$ cat config.mk
export PLATFORM = sky130hd
export DESIGN_NAME = tt_stim_sig_harness
export DESIGN_NICKNAME = d
export VERILOG_FILES = /design/src/rtl/tt_stim_sig_harness.sv
export SDC_FILE = /design/constraint.sdc
export NUM_CORES = 1
export LEC_CHECK = 0
export ABC_AREA = 1
export BUFFER_PORTS_ARGS = -buffer_cell sky130_fd_sc_hd__buf_2
export CORE_AREA = 2 2 86 88
export DETAILED_ROUTE_END_ITERATION = 8
export DIE_AREA = 0 0 88 90
export GPL_ROUTABILITY_DRIVEN = 0
export HOLD_SLACK_MARGIN = 0.08
export PLACE_DENSITY = 0.7
export SLEW_MARGIN = 10
export SYNTH_ARGS = -nofsm -noshare
export SYNTH_HDL_FRONTEND = slang
export SYNTH_SLANG_ARGS = --single-unit
$ cat constraint.sdc
create_clock -name clk -period 2.1 [get_ports clk]
set_clock_uncertainty 0.05 [all_clocks]
set_input_delay 0.42 -clock clk [delete_from_list [all_inputs] [get_ports clk]]
set_output_delay 0.42 -clock clk [all_outputs]
set_load 0.01 [all_outputs]
$ cat src/rtl/tt_stim_sig_harness.sv
// LFSR-stimulus / MISR-signature self-test harness for a Tiny Tapeout user design.
// Optional freeze input is built in when TT_STIM_PAUSE_EN is defined.
module tt_stim_sig_harness #(
   parameter int              IN_W      = 8,
   parameter int              OUT_W     = 8,
   parameter int              N_VEC     = 256,
   parameter int              SETTLE    = 2,
   parameter logic [IN_W-1:0]  SEED      = 8'hA5,
   parameter logic [IN_W-1:0]  LFSR_TAPS = 8'hB8,
   parameter logic [OUT_W-1:0] MISR_TAPS = 8'h1D
) (
   input  logic             clk,
   input  logic             rst,
   input  logic             start,
`ifdef TT_STIM_PAUSE_EN
   input  logic             pause,
`endif
   input  logic [OUT_W-1:0] expected_sig,
   input  logic [OUT_W-1:0] dut_out,
   output logic [IN_W-1:0]  stim_out,
   output logic             stim_valid,
   output logic             busy,
   output logic             done,
   output logic             pass,
   output logic [OUT_W-1:0] signature,
   output logic [15:0]      vec_idx
);

   typedef enum logic [1:0] {
      S_IDLE   = 2'd0,
      S_DRIVE  = 2'd1,
      S_SAMPLE = 2'd2,
      S_DONE   = 2'd3
   } state_t;

   localparam logic [15:0] LAST_IDX    = 16'(N_VEC - 1);
   localparam logic [15:0] SETTLE_LAST = 16'(SETTLE - 1);

   function automatic logic [IN_W-1:0] lfsr_step(input logic [IN_W-1:0] l);
      return {1'b0, l[IN_W-1:1]} ^ (l[0] ? LFSR_TAPS : '0);
   endfunction

   function automatic logic [OUT_W-1:0] misr_step(input logic [OUT_W-1:0] s,
                                                  input logic [OUT_W-1:0] d);
      return {s[OUT_W-2:0], 1'b0} ^ (s[OUT_W-1] ? MISR_TAPS : '0) ^ d;
   endfunction

   state_t           state_r, state_n;
   logic [IN_W-1:0]  lfsr_r, lfsr_n;
   logic [IN_W-1:0]  stim_r, stim_n;
   logic [OUT_W-1:0] sig_r, sig_n;
   logic [15:0]      idx_r, idx_n;
   logic [15:0]      cnt_r, cnt_n;
   logic             valid_r, valid_n;
   logic             busy_r, busy_n;
   logic             done_r, done_n;
   logic             paused_s;

`ifdef TT_STIM_PAUSE_EN
   assign paused_s = pause;
`else
   assign paused_s = 1'b0;
`endif

   // Next-state and next-datapath decode for the run sequencer.
   always_comb begin
      state_n = state_r;
      lfsr_n  = lfsr_r;
      stim_n  = stim_r;
      sig_n   = sig_r;
      idx_n   = idx_r;
      cnt_n   = cnt_r;
      valid_n = valid_r;
      busy_n  = busy_r;
      done_n  = done_r;
      case (state_r)
         S_IDLE, S_DONE: begin
            if (start) begin
               state_n = S_DRIVE;
               lfsr_n  = SEED;
               stim_n  = SEED;
               sig_n   = '0;
               idx_n   = 16'd0;
               cnt_n   = 16'd0;
               valid_n = 1'b1;
               busy_n  = 1'b1;
               done_n  = 1'b0;
            end else begin
               state_n = state_r;
            end
         end
         S_DRIVE: begin
            if (paused_s) begin
               state_n = S_DRIVE;
            end else if (cnt_r == SETTLE_LAST) begin
               state_n = S_SAMPLE;
               cnt_n   = 16'd0;
            end else begin
               cnt_n = cnt_r + 16'd1;
            end
         end
         S_SAMPLE: begin
            if (paused_s) begin
               state_n = S_SAMPLE;
            end else begin
               sig_n  = misr_step(sig_r, dut_out);
               lfsr_n = lfsr_step(lfsr_r);
               if (idx_r == LAST_IDX) begin
                  state_n = S_DONE;
                  valid_n = 1'b0;
                  busy_n  = 1'b0;
                  done_n  = 1'b1;
               end else begin
                  state_n = S_DRIVE;
                  stim_n  = lfsr_step(lfsr_r);
                  idx_n   = idx_r + 16'd1;
               end
            end
         end
         default: begin
            state_n = S_IDLE;
         end
      endcase
   end

   // State and datapath registers.
   always_ff @(posedge clk or posedge rst) begin
      if (rst) begin
         state_r <= S_IDLE;
         lfsr_r  <= SEED;
         stim_r  <= '0;
         sig_r   <= '0;
         idx_r   <= 16'd0;
         cnt_r   <= 16'd0;
         valid_r <= 1'b0;
         busy_r  <= 1'b0;
         done_r  <= 1'b0;
      end else begin
         state_r <= state_n;
         lfsr_r  <= lfsr_n;
         stim_r  <= stim_n;
         sig_r   <= sig_n;
         idx_r   <= idx_n;
         cnt_r   <= cnt_n;
         valid_r <= valid_n;
         busy_r  <= busy_n;
         done_r  <= done_n;
      end
   end

   assign stim_out   = stim_r;
   assign stim_valid = valid_r;
   assign busy       = busy_r;
   assign done       = done_r;
   assign signature  = sig_r;
   assign vec_idx    = idx_r;
   // Live compare so a changed golden value is reflected without waiting a cycle.
   assign pass       = done_r && (sig_r == expected_sig);

endmodule

==> results of run 1 <==
-- per-layer routing --
layer	wire [µm]	part of all wire, %	track usage [%]
met1	3570	47	28.0
met2	3530	47	32.8
met3	363	4.8	6.06
met4	73	0.97	6.67
met5	0	0	0
-- worst min path at each step --
stage	startpoint	endpoint	slack [ps]	depth (start not counted)
after floorplan	lfsr_r[2]	lfsr_r[2]	420	2
final	rst	vec_idx[11]	80	3
after detailed placement	stim_out[1]	stim_out[1]	410	2
after CTS	rst	vec_idx[11]	90	3
after global routing	rst	vec_idx[13]	100	3
after global placement	stim_out[1]	stim_out[1]	410	2
-- worst reg2reg max path, cell delays in order (launching register included) --
cell                         delay (ps)
sky130_fd_sc_hd__dfrtp_1            400
sky130_fd_sc_hd__inv_1               70
sky130_fd_sc_hd__ha_1               340
sky130_fd_sc_hd__nand2_1            130
sky130_fd_sc_hd__nand2_1            160
sky130_fd_sc_hd__nand2_4            200
sky130_fd_sc_hd__clkinvlp_4         130
sky130_fd_sc_hd__buf_4              160
sky130_fd_sc_hd__a22o_1             180
-- power breakdown --
part / internal (mW) / leakage, nW / switching [mW] / total, mW
Combinational: 0.0462 / 1.29 / 0.0549 / 0.101
Clock: 0.494 / 0.0896 / 0.459 / 0.953
Sequential: 1.16 / 0.682 / 0.0118 / 1.18
-- sequential cells by signal (all words and copies together) (netlist names) --
register and count:
state_r 2, stim_out 8, lfsr_r 8, signature 8
done 1, cnt_r 16, busy 1, vec_idx 16
-- timing repair --
item                                    in CTS  in global routing
setup buffers                                0                  2
endpoints found under the setup margin       0                 32
resized for setup                            0                  4
-- layout make-up --
| class | instances | area [µm²] |
|---|---|---|
| flip-flops and latches | 60 | 1510 |
| clock inverters | 3 | 21.3 |
| clock buffers | 13 | 159 |
| repair buffers | 60 | 328 |
| fillers | 669 | 3040 |
| multi-input cells | 317 | 1650 |
| well taps | 99 | 124 |
| inverters | 50 | 191 |
-- through the flow --
stage	setup WS, ps	hold slack [ps]
detailed placement	93.6	408
CTS	77.8	88.6
finish	150	77.1
global placement	204	409
global route	3.09	103
floorplan	152	421
-- kinds of logic (layout without fill, tap and decap cells) --
kind of cell | after synthesis | after routing | synth area share [%]
AOI/OAI and AO/OA | 50 | 50 | 9.09
xor gates and xnor gates | 29 | 29 | 7.47
adders and majority gates | 6 | 6 | 2.21
buffers and inverters | 60 | 126 | 7.58
DFF | 60 | 60 | 44.3
and+or+nand+nor | 232 | 232 | 29.3
-- placed cells by master, fill, tap and decap left out, types with 2 or more instances in the layout --
| cell type | synthesis | routed |
|---|---|---|
| sky130_fd_sc_hd__a21oi_1 | 2 | 2 |
| sky130_fd_sc_hd__a22o_1 | 2 | 2 |
| sky130_fd_sc_hd__a22oi_1 | 3 | 3 |
| sky130_fd_sc_hd__buf_2 | 1 | 54 |
| sky130_fd_sc_hd__buf_4 | 2 | 5 |
| sky130_fd_sc_hd__clkbuf_1 | 3 | 2 |
| sky130_fd_sc_hd__clkbuf_8 | 0 | 11 |
| sky130_fd_sc_hd__clkinvlp_4 | 0 | 2 |
| sky130_fd_sc_hd__dfrtp_1 | 56 | 56 |
| sky130_fd_sc_hd__dfstp_2 | 4 | 4 |
| sky130_fd_sc_hd__ha_1 | 6 | 6 |
| sky130_fd_sc_hd__inv_1 | 48 | 46 |
| sky130_fd_sc_hd__inv_2 | 1 | 2 |
| sky130_fd_sc_hd__nand2_1 | 121 | 121 |
| sky130_fd_sc_hd__nand3_1 | 29 | 29 |
| sky130_fd_sc_hd__nand3b_1 | 2 | 2 |
| sky130_fd_sc_hd__nand4_1 | 12 | 12 |
| sky130_fd_sc_hd__nor2_1 | 58 | 58 |
| sky130_fd_sc_hd__nor3_1 | 3 | 3 |
| sky130_fd_sc_hd__o21ai_0 | 18 | 18 |
| sky130_fd_sc_hd__o21ai_1 | 7 | 7 |
| sky130_fd_sc_hd__o21ai_2 | 5 | 5 |
| sky130_fd_sc_hd__o21bai_1 | 3 | 3 |
| sky130_fd_sc_hd__o22ai_1 | 7 | 7 |
| sky130_fd_sc_hd__xnor2_1 | 10 | 10 |
| sky130_fd_sc_hd__xor2_1 | 19 | 19 |
==> qor.txt, run 1 <==
GRT
-------------------------------------------------------------------------------------------------
GRT Residual Overflow                                                                           0
Global-route wire length before repair                                                  13,200 µm
Largest net degree at the start of global routing                                              61
Vias in the first global route                                                              2,936
Number of antenna violations at the first check in global routing                               0
Overall global routing resource usage                                                       21.0%

CELLS AND AREA
-------------------------------------------------------------------------------------------------
Antenna diode count                                                                             0
Final Net Count                                                                               523
Core Util, Final                                                                            56.7%
Cell Count, Final, Fillers Out                                                                602
Synth-to-layout area growth                                                                 17.2%
Final cell area excluding filler cells                                                   3980 µm²
Share of cells above drive strength 1                                                       18.5%

DRT
-------------------------------------------------------------------------------------------------
Via count                                                                                   3,005
DR DRC count                                                                                    0
Number of iterations in the first detailed-routing pass                                         4
Final ANT Viol Nets                                                                             0
Wire length per cell                                                                      12.5 µm
Final wirelength                                                                          7540 µm
Initial drt markers                                                                           135
Detailed-route vias per instance                                                             4.99

POWER AND IR DROP
-------------------------------------------------------------------------------------------------
Total power of the final layout                                                           2.23 mW
Static Leak                                                                               2.06 nW
PwrDens                                                                                560 nW/µm²
Largest voltage drop on the vdd net                                                        314 µV

LOGIC SYNTHESIS
-------------------------------------------------------------------------------------------------
Syn. warnings                                                                                   0
Most instantiated library cell after synthesis                                       sky130_fd_sc_hd__nand2_1
Synth Flop Type                                                                      sky130_fd_sc_hd__dfrtp_1
Cell type with the highest aggregate area in the netlist                             sky130_fd_sc_hd__dfrtp_1
Average size of a mapped cell                                                            7.78 µm²
Area share of the leading cell type in the synthesized netlist                              41.2%
Number of distinct library cell variants in the gate-level netlist after synthesis             37
Post-Syn Area                                                                            3400 µm²
Register area share after synthesis                                                         44.3%
Most frequent cells after synthesis                                                  121 x sky130_fd_sc_hd__nand2_1, 58 x sky130_fd_sc_hd__nor2_1, 56 x sky130_fd_sc_hd__dfrtp_1, 48 x sky130_fd_sc_hd__inv_1, 29 x sky130_fd_sc_hd__nand3_1
Number of synthesized flops with an enable pin                                                  0
Area contributors post-synth                                                         sky130_fd_sc_hd__dfrtp_1 41%, sky130_fd_sc_hd__nand2_1 13%, sky130_fd_sc_hd__nor2_1 6.4%
Syn Nets                                                                                      462
Register bit total from synthesis                                                              60
Post-synth ARST share                                                                        100%
Synthesized instance count                                                                    437

SETUP PATH
-------------------------------------------------------------------------------------------------
Cell family contributing the most delay on the critical path                           flip-flops
Critical path class                                                                  flop to output pin
Data required time of the critical path                                                   1630 ps
Bufs and invs on worst path                                                                     2
Reg2reg path depth                                                                              8
Endpoint type of the worst setup path                                                  output pin
Maximum net fanout on the critical path                                                         3
R2R setup slack                                                                            170 ps
Critical path's most frequent cell                                                   sky130_fd_sc_hd__nor2_1
Worst flop-to-flop path endpoint                                                        lfsr_r[4]
Count of cell instances traversed by the critical path                                          6
Beginning of the worst register-to-register path                                       state_r[0]
Startpoint type of the worst setup path                                                      flop
Slowest CP cell                                                                      sky130_fd_sc_hd__dfrtp_1
End point of the critical path                                                               pass
Cells along the critical path                                                        inv_1 -> a22o_1 -> nor2_1 -> nand3_1 -> nor2_1 -> buf_2
Crit path largest cell delay                                                               400 ps
Crit path from                                                                       signature[3]
CP arrival                                                                                1480 ps

CLOCKING
-------------------------------------------------------------------------------------------------
CTS sink count                                                                                 60
Number of CTS-inserted buffers                                                                  9
CTS tree                                                                                      yes
Hold buffer count at cts                                                                        0
Deepest clock path buffer count                                                                 2
Maximum level of the CTS H-tree                                                                 3
Clk Latency, worst-skew pair                                                               340 ps
Clock Pin Slew Worst Setup and Hold Paths                                                   60 ps
Buffer cell driving the clock tree root                                              sky130_fd_sc_hd__clkbuf_8

TIMING
-------------------------------------------------------------------------------------------------
Final hold vios                                                                                 0
Setup repair after global routing missed its margin                                            no
Minimum period implied by the final worst setup slack                                     1950 ps
Headroom to the max-slew limit                                                              76.8%
Fin. max-slew vios                                                                              0
Top achievable clock speed                                                                513 MHz
Actual slew at the worst max-slew pin                                                      346 ps
Sum of negative setup slack                                                                  0 ps
Count of final setup violators                                                                  0
Crit share post-route                                                                       92.8%

FLOORPLAN
-------------------------------------------------------------------------------------------------
Die Height                                                                                  90 µm
Placeable Area                                                                           7020 µm²
Standard-cell rows                                                                             31
Boundary pin count                                                                             55
Die Area                                                                                 7920 µm²
Starting density of the core                                                                48.4%
Width of the chip                                                                           88 µm

PLACE
-------------------------------------------------------------------------------------------------
Placed instance area                                                                     3760 µm²
Total placed cells including tap cells                                                        584
# port buffers                                                                                 54
Half-perimeter wire length of the detailed placement result                               5380 µm

STATUS
-------------------------------------------------------------------------------------------------
Outcome                                                                                 completed

FLOW RUN
-------------------------------------------------------------------------------------------------
Count of maximum capacitance violations                                                         0

HOLD PATH
-------------------------------------------------------------------------------------------------
Class of the worst hold path                                                         primary input to async pin

Note: power is estimated with default switching activity, not from simulation.
==> inputs of run 2 (changes only) <==
MAX_ROUTING_LAYER = met4   (was default)
==> qor.txt, run 2 (synthesized netlist as in run 1, its figures left out) <==
FLOORPLAN
--------------------------------------------------------------------------------
Die Height                                                                 90 µm   unchanged
Standard-cell rows                                                            31   unchanged
Width of the chip                                                          88 µm   unchanged
Starting density of the core                                               48.4%   unchanged
Placeable Area                                                          7020 µm²   unchanged
Die Area                                                                7920 µm²   unchanged
Boundary pin count                                                            55   unchanged

TIMING
--------------------------------------------------------------------------------
Minimum period implied by the final worst setup slack                    1950 ps   -1.23 ps
Fin. max-slew vios                                                             0   unchanged
Actual slew at the worst max-slew pin                                     354 ps   +7.99 ps
Crit share post-route                                                      92.8%   about the same
Count of final setup violators                                                 0   unchanged
Setup repair after global routing missed its margin                           no
Final hold vios                                                                0   unchanged
Top achievable clock speed                                               513 MHz   about the same
Headroom to the max-slew limit                                             76.2%   -0.54 points
Sum of negative setup slack                                                 0 ps   unchanged

POWER AND IR DROP
--------------------------------------------------------------------------------
Static Leak                                                              2.06 nW   unchanged
Total power of the final layout                                          2.23 mW   about the same
PwrDens                                                               559 nW/µm²   about the same
Largest voltage drop on the vdd net                                       315 µV   +0.27%

SETUP PATH
--------------------------------------------------------------------------------
Critical path class                                                 flop to output pin
Startpoint type of the worst setup path                                     flop
Cells along the critical path                                       inv_1 -> a22o_1 -> nor2_1 -> nand3_1 -> nor2_1 -> buf_2
Bufs and invs on worst path                                                    2   unchanged
Slowest CP cell                                                     sky130_fd_sc_hd__dfrtp_1
Maximum net fanout on the critical path                                        3   unchanged
Data required time of the critical path                                  1630 ps   about the same
CP arrival                                                               1480 ps   about the same
Crit path largest cell delay                                              400 ps   about the same
Endpoint type of the worst setup path                                 output pin
Critical path's most frequent cell                                  sky130_fd_sc_hd__nor2_1
Cell family contributing the most delay on the critical path          flip-flops

DRT
--------------------------------------------------------------------------------
Wire length per cell                                                     12.5 µm   -0.40%
Final ANT Viol Nets                                                            0   unchanged
DR DRC count                                                                   0   unchanged
Initial drt markers                                                          139   +3.0%
Via count                                                                  3,033   +0.93%
Detailed-route vias per instance                                            5.04   +0.93%
Final wirelength                                                         7510 µm   -0.40%
Number of iterations in the first detailed-routing pass                        4   unchanged

CELLS AND AREA
--------------------------------------------------------------------------------
Highest-count cells in the layout ignoring fill and taps            121 x sky130_fd_sc_hd__nand2_1, 58 x sky130_fd_sc_hd__nor2_1, 56 x sky130_fd_sc_hd__dfrtp_1
Cell Count, Final, Fillers Out                                               602   unchanged
Most common library cell in the layout ignoring fill and taps       sky130_fd_sc_hd__nand2_1
Area taken by multi-input logic gates                                   1650 µm²   unchanged
Share of cells above drive strength 1                                      18.5%   unchanged
Final cell area excluding filler cells                                  3980 µm²   unchanged
Area of all sequential standard cells                                   1510 µm²   unchanged
Synth-to-layout area growth                                                17.2%   unchanged
Final Net Count                                                              523   unchanged
Fillers                                                                      669   unchanged
Antenna diode count                                                            0   unchanged
Core Util, Final                                                           56.7%   unchanged

CLOCKING
--------------------------------------------------------------------------------
CTS tree                                                                     yes
CTS sink count                                                                60   unchanged
Number of CTS-inserted buffers                                                 9   unchanged
Deepest clock path buffer count                                                2   unchanged
Buffer cell driving the clock tree root                             sky130_fd_sc_hd__clkbuf_8
Clock Pin Slew Worst Setup and Hold Paths                                  60 ps   about the same
Maximum level of the CTS H-tree                                                3   unchanged
Clk Latency, worst-skew pair                                              340 ps   about the same
Hold buffer count at cts                                                       0   unchanged

GRT
--------------------------------------------------------------------------------
Vias in the first global route                                             2,927   -0.31%
GRT Residual Overflow                                                          0   unchanged
Overall global routing resource usage                                      21.6%   +0.58 points
Number of antenna violations at the first check in global routing              0   unchanged
Global-route wire length before repair                                 13,200 µm   about the same
Largest net degree at the start of global routing                             61   unchanged

STATUS
--------------------------------------------------------------------------------
Outcome                                                                completed

FLOW RUN
--------------------------------------------------------------------------------
Count of maximum capacitance violations                                        0   unchanged

PLACE
--------------------------------------------------------------------------------
# port buffers                                                                54   unchanged
Total placed cells including tap cells                                       584   unchanged
Half-perimeter wire length of the detailed placement result              5380 µm   unchanged
Placed instance area                                                    3760 µm²   unchanged

HOLD PATH
--------------------------------------------------------------------------------
Class of the worst hold path                                        primary input to async pin

-- run 2: cell counts in the layout (fill, tap and decap cells not counted) --
No cell type changed its count.
-- run 2: metrics by stage --
| step | worst slack (ps) | hold WS (ps) |
|---|---|---|
| 6_report | 152 | 74.6 |
| 5_1_grt | 7.93 | 108 |
| 4_1_cts | 77.8 | 88.6 |
| 3_5_place_dp | 93.6 | 408 |
| 3_3_place_gp | 204 | 409 |
| 2_1_floorplan | 152 | 421 |
-- run 2: tightest hold or removal path, stage by stage --
cell and delay (ps):
sky130_fd_sc_hd__buf_2 100, sky130_fd_sc_hd__inv_2 60, sky130_fd_sc_hd__buf_12 280
-- run 2: layout make-up --
type	instances	share of cell area (%)
Clock inverter	3	0.534
Timing Repair Buffer	60	8.23
Clock buffer	13	3.99
Multi-Input combinational cell	317	41.5
Inverter	50	4.81
Sequential cell	60	37.8
Tap cell	99	3.11
-- run 2: timing repair --
item	CTS	global route
setup endpoints to repair	0	32
buffers inserted	0	2
resized for setup	0	4
-- run 2: path summary, 6_finish.rpt --
kind                                    from            to  slack (ps)  cells past startpoint
worst max-delay path            signature[3]          pass         150                      6
worst min-delay path                     rst   vec_idx[11]          70                      3
worst max register to register    state_r[0]     lfsr_r[4]         170                      8
worst min register to register   stim_out[1]   stim_out[1]         420                      2
max in group asynchronous                rst     lfsr_r[5]        1600                      3
min in group clk                  dut_out[6]  signature[6]         310                      3
-- run 2: routing by layer --
layer,vias to the layer above,global-route usage [%],part of all wire [%]
met3,19,4.13,4.5
met4,0,8.97,2.2
met1,1413,28.2,47
li1,1523,-,-
met5,-,-,0
met2,78,32.7,46
-- run 2: power by group --
part	total (mW)	internal (mW)	switching, mW
Clock	0.951	0.494	0.457
Sequential	1.18	1.16	0.0118
Combinational	0.101	0.0462	0.0550
Total	2.23	1.70	0.524
==> inputs of run 3 (changes only) <==
ABC_AREA = default   (was 1)
CORE_AREA = 2 2 84 86   (was 2 2 86 88)
DIE_AREA = 0 0 86 88   (was 0 0 88 90)
PLACE_DENSITY = 0.67   (was 0.7)
==> qor.txt, run 3 <==
LOGIC SYNTHESIS
-------------------------------------------------------------------------------------------------
Cell type with the highest aggregate area in the netlist                             sky130_fd_sc_hd__dfrtp_1
Register area share after synthesis                                                         46.8%   +2.4 points
Area contributors post-synth                                                         sky130_fd_sc_hd__dfrtp_1 44%, sky130_fd_sc_hd__xnor2_1 6.3%, sky130_fd_sc_hd__nand2_1 4.1%
Most frequent cells after synthesis                                                  56 x sky130_fd_sc_hd__dfrtp_1, 35 x sky130_fd_sc_hd__nand2_1, 23 x sky130_fd_sc_hd__nor2_1, 23 x sky130_fd_sc_hd__xnor2_1, 20 x sky130_fd_sc_hd__a21oi_1
Number of distinct library cell variants in the gate-level netlist after synthesis             47   +27%
Post-Syn Area                                                                            3220 µm²   -5.2%
Synthesized instance count                                                                    330   -24%
Average size of a mapped cell                                                            9.76 µm²   +26%
Most instantiated library cell after synthesis                                       sky130_fd_sc_hd__dfrtp_1
Register bit total from synthesis                                                              60   unchanged
Number of synthesized flops with an enable pin                                                  0   unchanged
Syn. warnings                                                                                   0   unchanged
Syn Nets                                                                                      355   -23%
Area share of the leading cell type in the synthesized netlist                              43.5%   +2.3 points
Synth Flop Type                                                                      sky130_fd_sc_hd__dfrtp_1
Post-synth ARST share                                                                        100%   unchanged

DRT
-------------------------------------------------------------------------------------------------
Initial drt markers                                                                           144   +3.6%
Via count                                                                                   2,751   -9.3%
Detailed-route vias per instance                                                             5.54   +9.9%
Number of iterations in the first detailed-routing pass                                         5   +1
DR DRC count                                                                                    0   unchanged
Final wirelength                                                                          7310 µm   -2.6%
Wire length per cell                                                                      14.7 µm   +18%
Final ANT Viol Nets                                                                             0   unchanged

CLOCKING
-------------------------------------------------------------------------------------------------
Clock Pin Slew Worst Setup and Hold Paths                                                   80 ps   +20 ps
CTS tree                                                                                      yes
CTS sink count                                                                                 60   unchanged
Number of CTS-inserted buffers                                                                  9   unchanged
Buffer cell driving the clock tree root                                              sky130_fd_sc_hd__clkbuf_8
Maximum level of the CTS H-tree                                                                 3   unchanged
Deepest clock path buffer count                                                                 2   unchanged
Clk Latency, worst-skew pair                                                               330 ps   about the same

SETUP PATH
-------------------------------------------------------------------------------------------------
Endpoint type of the worst setup path                                                        flop
Cell family contributing the most delay on the critical path                         simple AND/OR/NAND/NOR gates
Critical path class                                                                  flop to flop
CP arrival                                                                                2230 ps   +750 ps
Slowest CP cell                                                                      sky130_fd_sc_hd__or4_4
R2R setup slack                                                                             80 ps   -90 ps
Data required time of the critical path                                                   2310 ps   +680 ps
Startpoint type of the worst setup path                                                      flop
Maximum net fanout on the critical path                                                         4   +1
Crit path largest cell delay                                                               550 ps   +150 ps
Cells along the critical path                                                        ha_4 -> mux2i_4 -> or4_4 -> or3_1 -> a21oi_1
Bufs and invs on worst path                                                                     0   -2

POWER AND IR DROP
-------------------------------------------------------------------------------------------------
Net switching share of the total power                                                      39.8%   +16 points
PwrDens                                                                               1150 nW/µm²   +110%
Relative contribution of sequential cells to total power                                    35.8%   -17 points
Power spent charging and discharging nets                                                 1.85 mW   +250%
Static Leak                                                                               1.81 nW   -12%
Internal cell power                                                                       2.79 mW   +64%
Total power of the final layout                                                           4.65 mW   +110%
Largest voltage drop on the vdd net                                                        527 µV   +67%
Clk pwr share                                                                               20.1%   -23 points
Part of the total power dissipated in combinational logic                                   44.1%   +40 points

FLOORPLAN
-------------------------------------------------------------------------------------------------
Standard-cell rows                                                                             30   -3.2%
Starting density of the core                                                                48.5%   +0.070 points
Boundary pin count                                                                             55   unchanged
Die Area                                                                                 7570 µm²   -4.4%
Die Height                                                                                  88 µm   -2.2%
Placeable Area                                                                           6640 µm²   -5.4%
Width of the chip                                                                           86 µm   -2.3%

CELLS AND AREA
-------------------------------------------------------------------------------------------------
Highest-count cells in the layout ignoring fill and taps                             56 x sky130_fd_sc_hd__dfrtp_1, 54 x sky130_fd_sc_hd__buf_2, 35 x sky130_fd_sc_hd__nand2_1
Antenna diode count                                                                             0   unchanged
Core Util, Final                                                                            60.6%   +3.9 points
Final Net Count                                                                               437   -16%
Most common library cell in the layout ignoring fill and taps                        sky130_fd_sc_hd__dfrtp_1
Synth-to-layout area growth                                                                 25.1%
Share of cells above drive strength 1                                                       29.7%   +11 points
Cell Count, Final, Fillers Out                                                                497   -17%
Final cell area excluding filler cells                                                   4030 µm²   +1.2%

PLACE
-------------------------------------------------------------------------------------------------
# port buffers                                                                                 54   unchanged
Total placed cells including tap cells                                                        480   -18%
Post-placement setup slack                                                               -51.2 ps   -145 ps
Placed instance area                                                                     3810 µm²   +1.1%
Half-perimeter wire length of the detailed placement result                               5270 µm   -1.9%

GRT
-------------------------------------------------------------------------------------------------
Overall global routing resource usage                                                       21.1%   -0.42 points
GRT Residual Overflow                                                                           0   unchanged
Vias in the first global route                                                              2,701   -7.7%
Largest net degree at the start of global routing                                              23   -62%
Global-route wire length before repair                                                  12,300 µm   -7.0%
Number of antenna violations at the first check in global routing                               0   unchanged

TIMING
-------------------------------------------------------------------------------------------------
Top achievable clock speed                                                                496 MHz   -3.4%
Setup repair after global routing missed its margin                                            no
Crit share post-route                                                                       96.1%   +3.3 points
Minimum period implied by the final worst setup slack                                     2020 ps   +68.7 ps
Actual slew at the worst max-slew pin                                                      516 ps   +162 ps
Minimum setup slack in the final design                                                   82.8 ps   -68.7 ps
Fin. max-slew vios                                                                              0   unchanged
Headroom to the max-slew limit                                                              65.6%   -11 points
Sum of negative setup slack                                                                  0 ps   unchanged
Final hold vios                                                                                 0   unchanged
Count of final setup violators                                                                  0   unchanged
Final hold slack                                                                           320 ps   +245 ps

FLOW RUN
-------------------------------------------------------------------------------------------------
Count of maximum capacitance violations                                                         0   unchanged

HOLD PATH
-------------------------------------------------------------------------------------------------
Class of the worst hold path                                                         primary input to flop

STATUS
-------------------------------------------------------------------------------------------------
Outcome                                                                                 completed

run 3: cell count changes after synthesis, sizes merged, moves of 12 or more:
cell,change
nand3,-22
nand2,-88
xnor2,+13
nor2,-35
o21ai,-12
a21oi,+18
inv,-40
run 3: layout make-up:
type                    count  area [µm²]
well taps                  80         100
clock buffers               9         124
clock inverters             7        51.3
inverters                   9        33.8
repair buffers             86         551
multi-input cells         246        1660
flip-flops and latches     60        1510
fillers                   576        2620
run 3: power groups by stage:
stage / Combinational, mW / Sequential (mW) / Clock (mW)
2_1_floorplan: 1.28 / 1.70 / 0
3_3_place_gp: 1.95 / 1.66 / 0
3_5_place_dp: 2.00 / 1.67 / 0
4_1_cts: 2.04 / 1.66 / 0.959
5_1_grt: 2.29 / 1.69 / 1.01
6_report: 2.05 / 1.66 / 0.934
run 3: repair_timing:
action | in CTS | in global routing
hold buffers | 1 | 0
buffers inserted | 0 | 0
endpoints found under the hold margin | 16 | 0
gates resized for setup | 3 | 5
setup endpoints to repair | 5 | 7
run 3: path summary, 6_finish.rpt:
path / startpoint / end / cells past startpoint
worst max register to register: state_r[1] / cnt_r[12] / 5
max in group asynchronous: rst / lfsr_r[2] / 4
worst min-delay path: dut_out[5] / signature[5] / 3
min in group asynchronous: rst / signature[6] / 3
worst min register to register: stim_out[1] / stim_out[1] / 1
worst max-delay path: state_r[1] / cnt_r[12] / 5
run 3: cell families after synthesis:
kind of cell | synth area share [%]
AO/OA/AOI/OAI | 12.9
XOR/XNOR | 8.43
multiplexers | 3.85
buffers and inverters | 3.34
flip-flops | 46.8
AND/OR/NAND/NOR | 22.3
adder cells (fa/ha/maj) | 2.33
run 3: per-layer routing:
layer / track usage [%] / vias to the layer above / wire length (µm)
met5: - / - / 0
met4: 9.67 / 0 / 112
met3: 3.58 / 8 / 275
li1: - / 1356 / -
met1: 26.0 / 1335 / 3390
met2: 34.2 / 52 / 3540
run 3: worst reg2reg max path, delay by kind of cell (launching register included):
family	cells	cell delay (ps)
flops	1	410
fa+ha+maj	1	280
simple gates	2	870
compound gates	1	140
mux	1	190
